File: src/rtl/imm_gen_q_pkg.sv
// Shared types and opcode constants for the buffered immediate generator.
// Optional MOVZ/MOVK decode is enabled by defining IMM_GEN_MOVZ_EN.
package imm_pkg;

    typedef enum logic [2:0] {
        FMT_NONE = 3'd0,
        FMT_B    = 3'd1,
        FMT_CB   = 3'd2,
        FMT_D    = 3'd3,
        FMT_I    = 3'd4,
        FMT_IW   = 3'd5
    } imm_fmt_t;

    localparam logic [7:0]  OP_CBZ   = 8'b10110100;
    localparam logic [7:0]  OP_CBNZ  = 8'b10110101;
    localparam logic [5:0]  OP_B     = 6'b000101;
    localparam logic [10:0] OP_LDUR  = 11'b11111000010;
    localparam logic [10:0] OP_STUR  = 11'b11111000000;
    localparam logic [9:0]  OP_ADDI  = 10'b1001000100;
    localparam logic [9:0]  OP_ADDIS = 10'b1011000100;
    localparam logic [9:0]  OP_SUBI  = 10'b1101000100;
    localparam logic [9:0]  OP_SUBIS = 10'b1111000100;
    localparam logic [8:0]  OP_MOVZ  = 9'b110100101;
    localparam logic [8:0]  OP_MOVK  = 9'b111100101;

endpackage

File: src/rtl/imm_gen_q_if.sv
// Valid/ready bundle between decode, the immediate queue and execute.
// slave = the queue itself, master = the surrounding pipeline.
interface imm_gen_q_if #(
    parameter int DATA_W = 64,
    parameter int TAG_W  = 4
);
    logic              in_valid;
    logic              in_ready;
    logic [31:0]       in_instr;
    logic [TAG_W-1:0]  in_tag;
    logic              out_valid;
    logic              out_ready;
    logic [DATA_W-1:0] out_imm;
    logic [2:0]        out_fmt;
    logic              out_err;
    logic [TAG_W-1:0]  out_tag;

    modport slave (
        input  in_valid, in_instr, in_tag, out_ready,
        output in_ready, out_valid, out_imm, out_fmt, out_err, out_tag
    );

    modport master (
        output in_valid, in_instr, in_tag, out_ready,
        input  in_ready, out_valid, out_imm, out_fmt, out_err, out_tag
    );
endinterface

File: src/rtl/imm_gen_q_decode.sv
// Combinational LEGv8 immediate decoder; formats are mutually exclusive.
// IW (MOVZ/MOVK) decode exists only when IMM_GEN_MOVZ_EN is defined.
module imm_decode
    import imm_pkg::*;
#(
    parameter int DATA_W = 64
) (
    input  logic [31:0]       instr_i,
    output logic [DATA_W-1:0] imm_o,
    output imm_fmt_t          fmt_o,
    output logic              err_o
);
    logic is_cb;
    logic is_b;
    logic is_d;
    logic is_i;
    logic is_iw;
    logic [DATA_W-1:0] iw_imm;
    logic unused_bits;

    assign is_cb = (instr_i[31:24] == OP_CBZ) || (instr_i[31:24] == OP_CBNZ);
    assign is_b  = (instr_i[31:26] == OP_B);
    assign is_d  = (instr_i[31:21] == OP_LDUR) || (instr_i[31:21] == OP_STUR);
    assign is_i  = (instr_i[31:22] == OP_ADDI)  || (instr_i[31:22] == OP_ADDIS)
                || (instr_i[31:22] == OP_SUBI)  || (instr_i[31:22] == OP_SUBIS);
`ifdef IMM_GEN_MOVZ_EN
    assign is_iw  = (instr_i[31:23] == OP_MOVZ) || (instr_i[31:23] == OP_MOVK);
    // Shifting at DATA_W width drops the half-words that do not fit.
    assign iw_imm = {{(DATA_W-16){1'b0}}, instr_i[20:5]}
                    << {instr_i[22:21], 4'd0};
`else
    assign is_iw  = 1'b0;
    assign iw_imm = '0;
`endif
    assign unused_bits = ^instr_i[4:0];

    // Select and sign-extend the field of the matching format.
    always_comb begin
        imm_o = '0;
        fmt_o = FMT_NONE;
        err_o = 1'b1;
        unique case (1'b1)
            is_cb: begin
                imm_o = {{(DATA_W-19){instr_i[23]}}, instr_i[23:5]};
                fmt_o = FMT_CB;
                err_o = 1'b0;
            end
            is_b: begin
                imm_o = {{(DATA_W-26){instr_i[25]}}, instr_i[25:0]};
                fmt_o = FMT_B;
                err_o = 1'b0;
            end
            is_d: begin
                imm_o = {{(DATA_W-9){instr_i[20]}}, instr_i[20:12]};
                fmt_o = FMT_D;
                err_o = 1'b0;
            end
            is_i: begin
                imm_o = {{(DATA_W-12){instr_i[21]}}, instr_i[21:10]};
                fmt_o = FMT_I;
                err_o = 1'b0;
            end
            is_iw: begin
                imm_o = iw_imm;
                fmt_o = FMT_IW;
                err_o = 1'b0;
            end
            default: ;
        endcase
    end
endmodule

File: src/rtl/imm_gen_q.sv
// Buffered immediate generator: decode followed by a BUF_DEPTH-entry FIFO.
// Define IMM_GEN_MOVZ_EN to add MOVZ/MOVK (IW) decoding.
module imm_gen_q
    import imm_pkg::*;
#(
    parameter int DATA_W    = 64,
    parameter int BUF_DEPTH = 2,
    parameter int TAG_W     = 4
) (
    input  logic         clk,
    input  logic         reset_n,
    imm_gen_q_if.slave   bus
);
    localparam int AW = $clog2(BUF_DEPTH);
    localparam int CW = $clog2(BUF_DEPTH + 1);

    typedef struct packed {
        logic [DATA_W-1:0] imm;
        imm_fmt_t          fmt;
        logic              err;
        logic [TAG_W-1:0]  tag;
    } entry_t;

    logic [DATA_W-1:0] dec_imm;
    imm_fmt_t          dec_fmt;
    logic              dec_err;
    entry_t            wr_e;
    entry_t            head_e;

    entry_t          mem_q [BUF_DEPTH];
    logic [AW-1:0]   wr_ptr_q, wr_ptr_d;
    logic [AW-1:0]   rd_ptr_q, rd_ptr_d;
    logic [CW-1:0]   cnt_q, cnt_d;
    logic [AW-1:0]   head_idx;
    logic            push;
    logic            pop;

    imm_decode #(.DATA_W(DATA_W)) u_dec (
        .instr_i (bus.in_instr),
        .imm_o   (dec_imm),
        .fmt_o   (dec_fmt),
        .err_o   (dec_err)
    );

    assign wr_e = '{imm: dec_imm, fmt: dec_fmt, err: dec_err, tag: bus.in_tag};

    assign bus.in_ready  = (cnt_q != CW'(BUF_DEPTH));
    assign bus.out_valid = (cnt_q != '0);
    assign push = bus.in_valid && bus.in_ready;
    assign pop  = bus.out_valid && bus.out_ready;

    // When empty, show the slot just popped so outputs keep the last entry.
    assign head_idx = bus.out_valid ? rd_ptr_q : rd_ptr_q - AW'(1);
    assign head_e   = mem_q[head_idx];

    assign bus.out_imm = head_e.imm;
    assign bus.out_fmt = head_e.fmt;
    assign bus.out_err = head_e.err;
    assign bus.out_tag = head_e.tag;

    // Next pointers and occupancy from this cycle's push/pop.
    always_comb begin
        wr_ptr_d = wr_ptr_q;
        rd_ptr_d = rd_ptr_q;
        cnt_d    = cnt_q;
        if (push) wr_ptr_d = wr_ptr_q + AW'(1);
        if (pop)  rd_ptr_d = rd_ptr_q + AW'(1);
        if (push && !pop)      cnt_d = cnt_q + CW'(1);
        else if (!push && pop) cnt_d = cnt_q - CW'(1);
    end

    // FIFO state; reset clears storage so outputs are never X.
    always_ff @(posedge clk or negedge reset_n) begin
        if (!reset_n) begin
            wr_ptr_q <= '0;
            rd_ptr_q <= '0;
            cnt_q    <= '0;
            for (int i = 0; i < BUF_DEPTH; i++) mem_q[i] <= '0;
        end else begin
            wr_ptr_q <= wr_ptr_d;
            rd_ptr_q <= rd_ptr_d;
            cnt_q    <= cnt_d;
            if (push) mem_q[wr_ptr_q] <= wr_e;
        end
    end
endmodule

File: src/flat_wrapper.sv
// flat-port wrapper written by rule: the top's interface ports become plain ports
module imm_gen_q_flat import imm_pkg::*;
#(
    parameter int DATA_W    = 64,
    parameter int BUF_DEPTH = 2,
    parameter int TAG_W     = 4
)
  (clk, reset_n, bus_in_valid, bus_in_instr, bus_in_tag, bus_out_ready, bus_in_ready, bus_out_valid, bus_out_imm, bus_out_fmt, bus_out_err, bus_out_tag);
  imm_gen_q_if #(.DATA_W(DATA_W), .TAG_W(TAG_W)) bus_i ();
  input  logic clk;
  input  logic reset_n;
  input wire logic [$bits(bus_i.in_valid)-1:0] bus_in_valid;
  input wire logic [$bits(bus_i.in_instr)-1:0] bus_in_instr;
  input wire logic [$bits(bus_i.in_tag)-1:0] bus_in_tag;
  input wire logic [$bits(bus_i.out_ready)-1:0] bus_out_ready;
  output wire logic [$bits(bus_i.in_ready)-1:0] bus_in_ready;
  output wire logic [$bits(bus_i.out_valid)-1:0] bus_out_valid;
  output wire logic [$bits(bus_i.out_imm)-1:0] bus_out_imm;
  output wire logic [$bits(bus_i.out_fmt)-1:0] bus_out_fmt;
  output wire logic [$bits(bus_i.out_err)-1:0] bus_out_err;
  output wire logic [$bits(bus_i.out_tag)-1:0] bus_out_tag;
  assign bus_i.in_valid = bus_in_valid;
  assign bus_i.in_instr = bus_in_instr;
  assign bus_i.in_tag = bus_in_tag;
  assign bus_i.out_ready = bus_out_ready;
  assign bus_in_ready = bus_i.in_ready;
  assign bus_out_valid = bus_i.out_valid;
  assign bus_out_imm = bus_i.out_imm;
  assign bus_out_fmt = bus_i.out_fmt;
  assign bus_out_err = bus_i.out_err;
  assign bus_out_tag = bus_i.out_tag;
  imm_gen_q #(.DATA_W(DATA_W), .BUF_DEPTH(BUF_DEPTH), .TAG_W(TAG_W)) u_core (.clk(clk), .reset_n(reset_n), .bus(bus_i));
endmodule
File: config.mk
export PLATFORM = sky130hd
export DESIGN_NAME = imm_gen_q_flat
export DESIGN_NICKNAME = d
export VERILOG_FILES = /design/src/rtl/imm_gen_q_pkg.sv /design/src/rtl/imm_gen_q_if.sv /design/src/rtl/imm_gen_q_decode.sv /design/src/rtl/imm_gen_q.sv /design/src/flat_wrapper.sv
export SDC_FILE = /design/constraint.sdc
export NUM_CORES = 1
export LEC_CHECK = 0
export CORE_ASPECT_RATIO = 1.1
export CORE_MARGIN = 2
export CORE_UTILIZATION = 30
export DETAILED_ROUTE_END_ITERATION = 8
export PLACE_DENSITY = 0.54
export SYNTH_ARGS = -nofsm -noshare
export SYNTH_HDL_FRONTEND = slang
export SYNTH_SLANG_ARGS = --single-unit
File: constraint.sdc
create_clock -name clk -period 4.85 [get_ports clk]
set_input_delay 0.97 -clock clk [delete_from_list [all_inputs] [get_ports clk]]
set_output_delay 0.97 -clock clk [all_outputs]
set_load 0.02 [all_outputs]
==> results.json, run 1 <==
{
  "path_clk_slew_ns": 0.05,
  "ys_warn_count": 0,
  "layout.nets": 487,
  "synth-seq-cells": 72,
  "synth_cells": 380,
  "clock_sinks": 72,
  "num_vias": 3194,
  "cp-start-kind": "flip-flop",
  "layout_commonest_cell": "clkdlybuf4s50_1",
  "layout-drive-gt1-share": 0.137,
  "io_pins": 114,
  "post_synth_num_cell_types": 50,
  "hold_viol": 0,
  "dp_hpwl_mm": 8.16,
  "cp-end-kind": "output pin",
  "grt_pass1_vias": 3194,
  "worstPathRequired_ns": 3.88,
  "drc": 0,
  "initial_core_util": 0.305,
  "fillerInstances": 1280,
  "fin_ws_ns": 0.977,
  "max_freq_mhz": 258,
  "firstDrtPassIters": 4,
  "grt_remaining_overflow": 0,
  "hp-class": "reg2reg",
  "slew_violations": 0,
  "powerDensity_mw_per_mm2": 858,
  "cts-hold-fix-buffers": 0,
  "io_buffers": 113,
  "areaGrowthSynthToFinish_pct": 31.2,
  "core_area_mm2": 0.0131,
  "dieArea_mm2": 0.0143,
  "fin_crit_sh": 0.799,
  "status": "finished, final reports clean",
  "fp.dieW_um": 114,
  "critPathArrivalTime_ns": 2.90,
  "syn_nets": 421,
  "peakVddDrop_v": 0.000320,
  "cts.path.max_buffers": 2,
  "synth-seq-area-share": 0.450,
  "syn-cell-area_mm2": 0.00400,
  "syn_avg_cell_area_um2": 10.5,
  "rsz0062_at_grt": "false",
  "async_flop_share": 1.00,
  "hold_depth": 2,
  "cts-root-buf": "clkbuf_16",
  "antenna_found_initial": 0,
  "finClkSkew_ns": 0.00783,
  "critical_path.max_fanout": 39,
  "r2r_cells": 4,
  "cts_tree": "built",
  "globalplace.congestion": 0.891,
  "synth_flop_cell": "dfrtp_1",
  "crit_type": "reg2out",
  "setup_viol": 0,
  "fin_tns_setup_ns": 0,
  "multi_input_area_mm2": 0.00176,
  "dp_slack_ns": 1.28,
  "maxCapViolCount": 0,
  "n_antenna_cell": 0,
  "slew_headroom": 0.386,
  "grt_pass1_wl_mm": 17.5,
  "clock_latency_ns": 0.33,
  "mostFrequentLayoutCells": "112 x clkdlybuf4s50_1, 72 x dfrtp_1, 51 x nand2_1",
  "viasPerCell": 5.22,
  "track_usage": 0.158,
  "tightest_slew_ns": 0.918,
  "synth_edf_count": 0,
  "drt-total-wl_mm": 11.2,
  "drt_iter0_markers": 185,
  "cts_buffers": 9,
  "htreeDepth": 3,
  "die-height_um": 125,
  "leakage_nw": 2.23,
  "regArea_mm2": 0.00180,
  "wl_per_cell_um": 18.3,
  "cts_resized": 0,
  "ant_nets": 0,
  "grt_max_degree": 40,
  "fin_crit_ns": 3.87,
  "cts_setup_buffers": 0,
  "core.rowCount": 44
}
cell families after synthesis:
kind of cell / count (synthesis) / share of synthesized area
AO/OA/AOI/OAI: 98 / 0.189
XOR/XNOR: 6 / 0.0150
adder cells (fa/ha/maj): 1 / 0.00313
buffers and inverters: 70 / 0.112
flip-flops: 72 / 0.450
multiplexers: 34 / 0.0957
AND/OR/NAND/NOR: 99 / 0.135
flip-flops by register name, indices dropped and copies added (netlist names):
signal / flops
u_core.mem_q: 68
u_core.cnt_q: 2
u_core.rd_ptr_q: 1
u_core.wr_ptr_q: 1
routing by layer:
layer / vias up / global-route usage / wire length [µm]
li1: 1487 / - / -
met1: 1579 / 0.216 / 5010
met2: 119 / 0.253 / 5360
met3: 9 / 0.0388 / 750
met4: 0 / 0.0373 / 104
met5: - / 0 / 0
area by class of cell:
class	instances	area share
Inverter	4	0.00286
Clock buffer	12	0.0450
Clock inverter	4	0.00858
Tap cell	161	0.0384
Multi-Input combinational cell	238	0.336
Timing Repair Buffer	121	0.226
Sequential cell	72	0.343
cell usage after synthesis (3+ instances only):
| cell | n | area (µm²) |
|---|---|---|
| a21o_1 | 8 | 60.1 |
| a22o_1 | 7 | 61.3 |
| a22oi_1 | 4 | 30.0 |
| a31oi_1 | 10 | 62.6 |
| a32o_1 | 4 | 40.0 |
| a32oi_1 | 5 | 43.8 |
| and3_1 | 4 | 25.0 |
| buf_2 | 7 | 35.0 |
| buf_4 | 39 | 293 |
| buf_6 | 4 | 45.0 |
| clkbuf_1 | 14 | 52.6 |
| dfrtp_1 | 72 | 1800 |
| inv_1 | 4 | 15.0 |
| mux2_1 | 6 | 67.6 |
| mux2_2 | 28 | 315 |
| nand2_1 | 51 | 191 |
| nor2_1 | 13 | 48.8 |
| nor3_1 | 6 | 30.0 |
| o21ai_0 | 11 | 55.1 |
| o21ai_1 | 7 | 35.0 |
| o221ai_1 | 8 | 70.1 |
| o22a_1 | 30 | 263 |
| xor2_1 | 3 | 26.3 |
per-stage QoR:
stage	hold WS [ns]	utilization	cell area, µm²	std cells	power [mW]
final	0.469	0.401	5250	612	4.50
after global routing	0.498	0.401	5250	612	4.76
after CTS	0.473	0.401	5250	612	4.57
after detailed placement	0.459	0.379	4970	596	3.92
after global placement	0.453	0.379	4970	596	3.88
after floorplan	0.438	-	4000	380	3.03
where the power goes:
part,internal (mW),switching [mW],total [mW]
logic,1.42,1.49,2.90
registers,0.843,0.125,0.968
clock network,0.396,0.239,0.635
total,2.65,1.85,4.50
worst paths after layout:
check	from	endpoint	slack [ns]
max reg2reg	u_core.cnt_q[0]	u_core.mem_q[92]	2.67
max	u_core.cnt_q[0]	bus_out_imm[59]	0.98
min in group asynchronous	reset_n	u_core.mem_q[23]	0.72
max in group asynchronous	reset_n	u_core.mem_q[87]	3.15
min	u_core.mem_q[74]	u_core.mem_q[74]	0.47
min reg2reg	u_core.mem_q[74]	u_core.mem_q[74]	0.47
critical path, stage by stage (launching register included):
cell,delay [ns]
dfrtp_1,0.41
or2_1,0.33
xor2_4,0.25
buf_4,0.29
mux2_2,0.57
clkdlybuf4s50_1,0.72
Power figures use the tool's default switching activity.
==> inputs of run 2 (changes only) <==
- PLACE_DENSITY: 0.54 -> 0.56
- clock period: 4.85 -> 3.5 ns (I/O delays scaled with it)
==> results.json, run 2 (same netlist as run 1, synthesis figures left out) <==
{
  "cts-hold-fix-buffers": 0,
  "slew_violations": 0,
  "hp-class": "reg2reg",
  "maxCapViolCount": 0,
  "fin_tns_setup_ns": 0,
  "globalplace.congestion": 0.822,
  "cts_buffers": 9,
  "cts_setup_buffers": 0,
  "clock_sinks": 72,
  "route.met3.wl_um": 766,
  "tightest_slew_ns": 0.865,
  "fillerInstances": 1286,
  "cts_tree": "built",
  "hold_viol": 0,
  "core.rowCount": 44,
  "top_layer": "met4",
  "layout_commonest_cell": "clkdlybuf4s50_1",
  "cts_resized": 0,
  "crit_type": "reg2out",
  "num_vias": 3241,
  "track_usage": 0.155,
  "viasPerCell": 5.24,
  "areaGrowthSynthToFinish_pct": 34.2,
  "regMostFlops": "u_core.mem_q",
  "layout.nets": 493,
  "layout-drive-gt1-share": 0.153,
  "worstPathRequired_ns": 2.80,
  "slew_headroom": 0.423,
  "grt_max_degree": 40,
  "grt_pass1_wl_mm": 17.2,
  "initial_core_util": 0.305,
  "path_clk_slew_ns": 0.06,
  "powerDensity_mw_per_mm2": 1200,
  "max_freq_mhz": 299,
  "fin_crit_ns": 3.34,
  "hold_slack_ns": 0.472,
  "io_buffers": 113,
  "drc": 0,
  "cp-end-kind": "output pin",
  "dieArea_mm2": 0.0143,
  "n_antenna_cell": 0,
  "antenna_found_initial": 0,
  "critPathArrivalTime_ns": 2.64,
  "grt_pass1_vias": 3119,
  "rsz0062_at_grt": "false",
  "cp-start-kind": "flip-flop",
  "clock_latency_ns": 0.33,
  "largest_register_ff_count": 68,
  "htreeDepth": 3,
  "firstDrtPassIters": 5,
  "critical_path.max_fanout": 39,
  "fp.dieW_um": 114,
  "drt-total-wl_mm": 11.1,
  "largestRegisters": "u_core.mem_q (68), u_core.cnt_q (2)",
  "cts-root-buf": "clkbuf_16",
  "grt_remaining_overflow": 0,
  "cts.path.max_buffers": 2,
  "core_area_mm2": 0.0131,
  "wl_per_cell_um": 18.0,
  "finClkSkew_ns": 0.00597,
  "wl_met1_mm": 5.13,
  "wl_met2_mm": 5.10,
  "status": "finished, final reports clean",
  "die-height_um": 125,
  "ant_nets": 0,
  "drt_iter0_markers": 239,
  "peakVddDrop_v": 0.000502,
  "mostFrequentLayoutCells": "112 x clkdlybuf4s50_1, 72 x dfrtp_1, 51 x nand2_1",
  "dp_hpwl_mm": 8.03,
  "setup_viol": 0,
  "leakage_nw": 2.29,
  "fin_crit_sh": 0.955,
  "io_pins": 114
}
## run 2: cell count changes in the layout (fill, tap and decap cells not counted), moves of 2 or more
cell	change
clkbuf_1	-2
clkinv_2	-2
buf_4	+5
bufinv_16	+2
## run 2: layout make-up
type | count | area (µm²) | area share
Timing Repair Buffer | 127 | 1240 | 0.231
Sequential cell | 72 | 1800 | 0.335
Tap cell | 161 | 201 | 0.0375
Inverter | 4 | 15.0 | 0.00279
Multi-Input combinational cell | 238 | 1760 | 0.328
Clock buffer | 11 | 243 | 0.0452
Clock inverter | 5 | 104 | 0.0193
## run 2: worst max-delay path, cell delays in order (launching register included)
cell	delay, ns
dfrtp_1	0.42
or2_1	0.34
xor2_4	0.21
mux2_2	0.62
clkdlybuf4s50_1	0.72
## run 2: layer usage
metal | GRT usage | vias to the layer above
li1 | - | 1498
met5 | 0 | -
met3 | 0.0349 | 11
met2 | 0.242 | 140
met4 | 0.0445 | 0
met1 | 0.217 | 1592
## run 2: final timing paths
path                            startpoint          endpoint  slack (ns)  depth (start not counted)
setup / recovery           u_core.cnt_q[0]   bus_out_imm[63]        0.16                          4
hold / removal             u_core.mem_q[3]   u_core.mem_q[3]        0.47                          2
setup reg to reg           u_core.cnt_q[0]  u_core.mem_q[30]        1.47                          4
hold reg to reg            u_core.mem_q[3]   u_core.mem_q[3]        0.47                          2
max in group asynchronous          reset_n  u_core.mem_q[75]        2.33                          2
min in group asynchronous          reset_n  u_core.mem_q[23]        0.48                          1
## run 2: report_power, final
group	switching (mW)	internal, mW
clock network	0.345	0.716
registers	0.171	1.17
logic	2.06	1.98
total	2.58	3.86
## run 2: metrics by stage
| stage | setup slack, ns | instance area (µm²) | power [mW] | cells | utilization |
|---|---|---|---|---|---|
| after global routing | 0.0130 | 5370 | 6.80 | 618 | 0.410 |
| after CTS | 0.121 | 5370 | 6.51 | 618 | 0.410 |
| after global placement | 0.560 | 5030 | 5.39 | 602 | 0.384 |
| final | 0.157 | 5370 | 6.44 | 618 | 0.410 |
| after detailed placement | 0.482 | 5030 | 5.44 | 602 | 0.384 |
| after floorplan | 0.673 | 4000 | 4.19 | 380 | - |
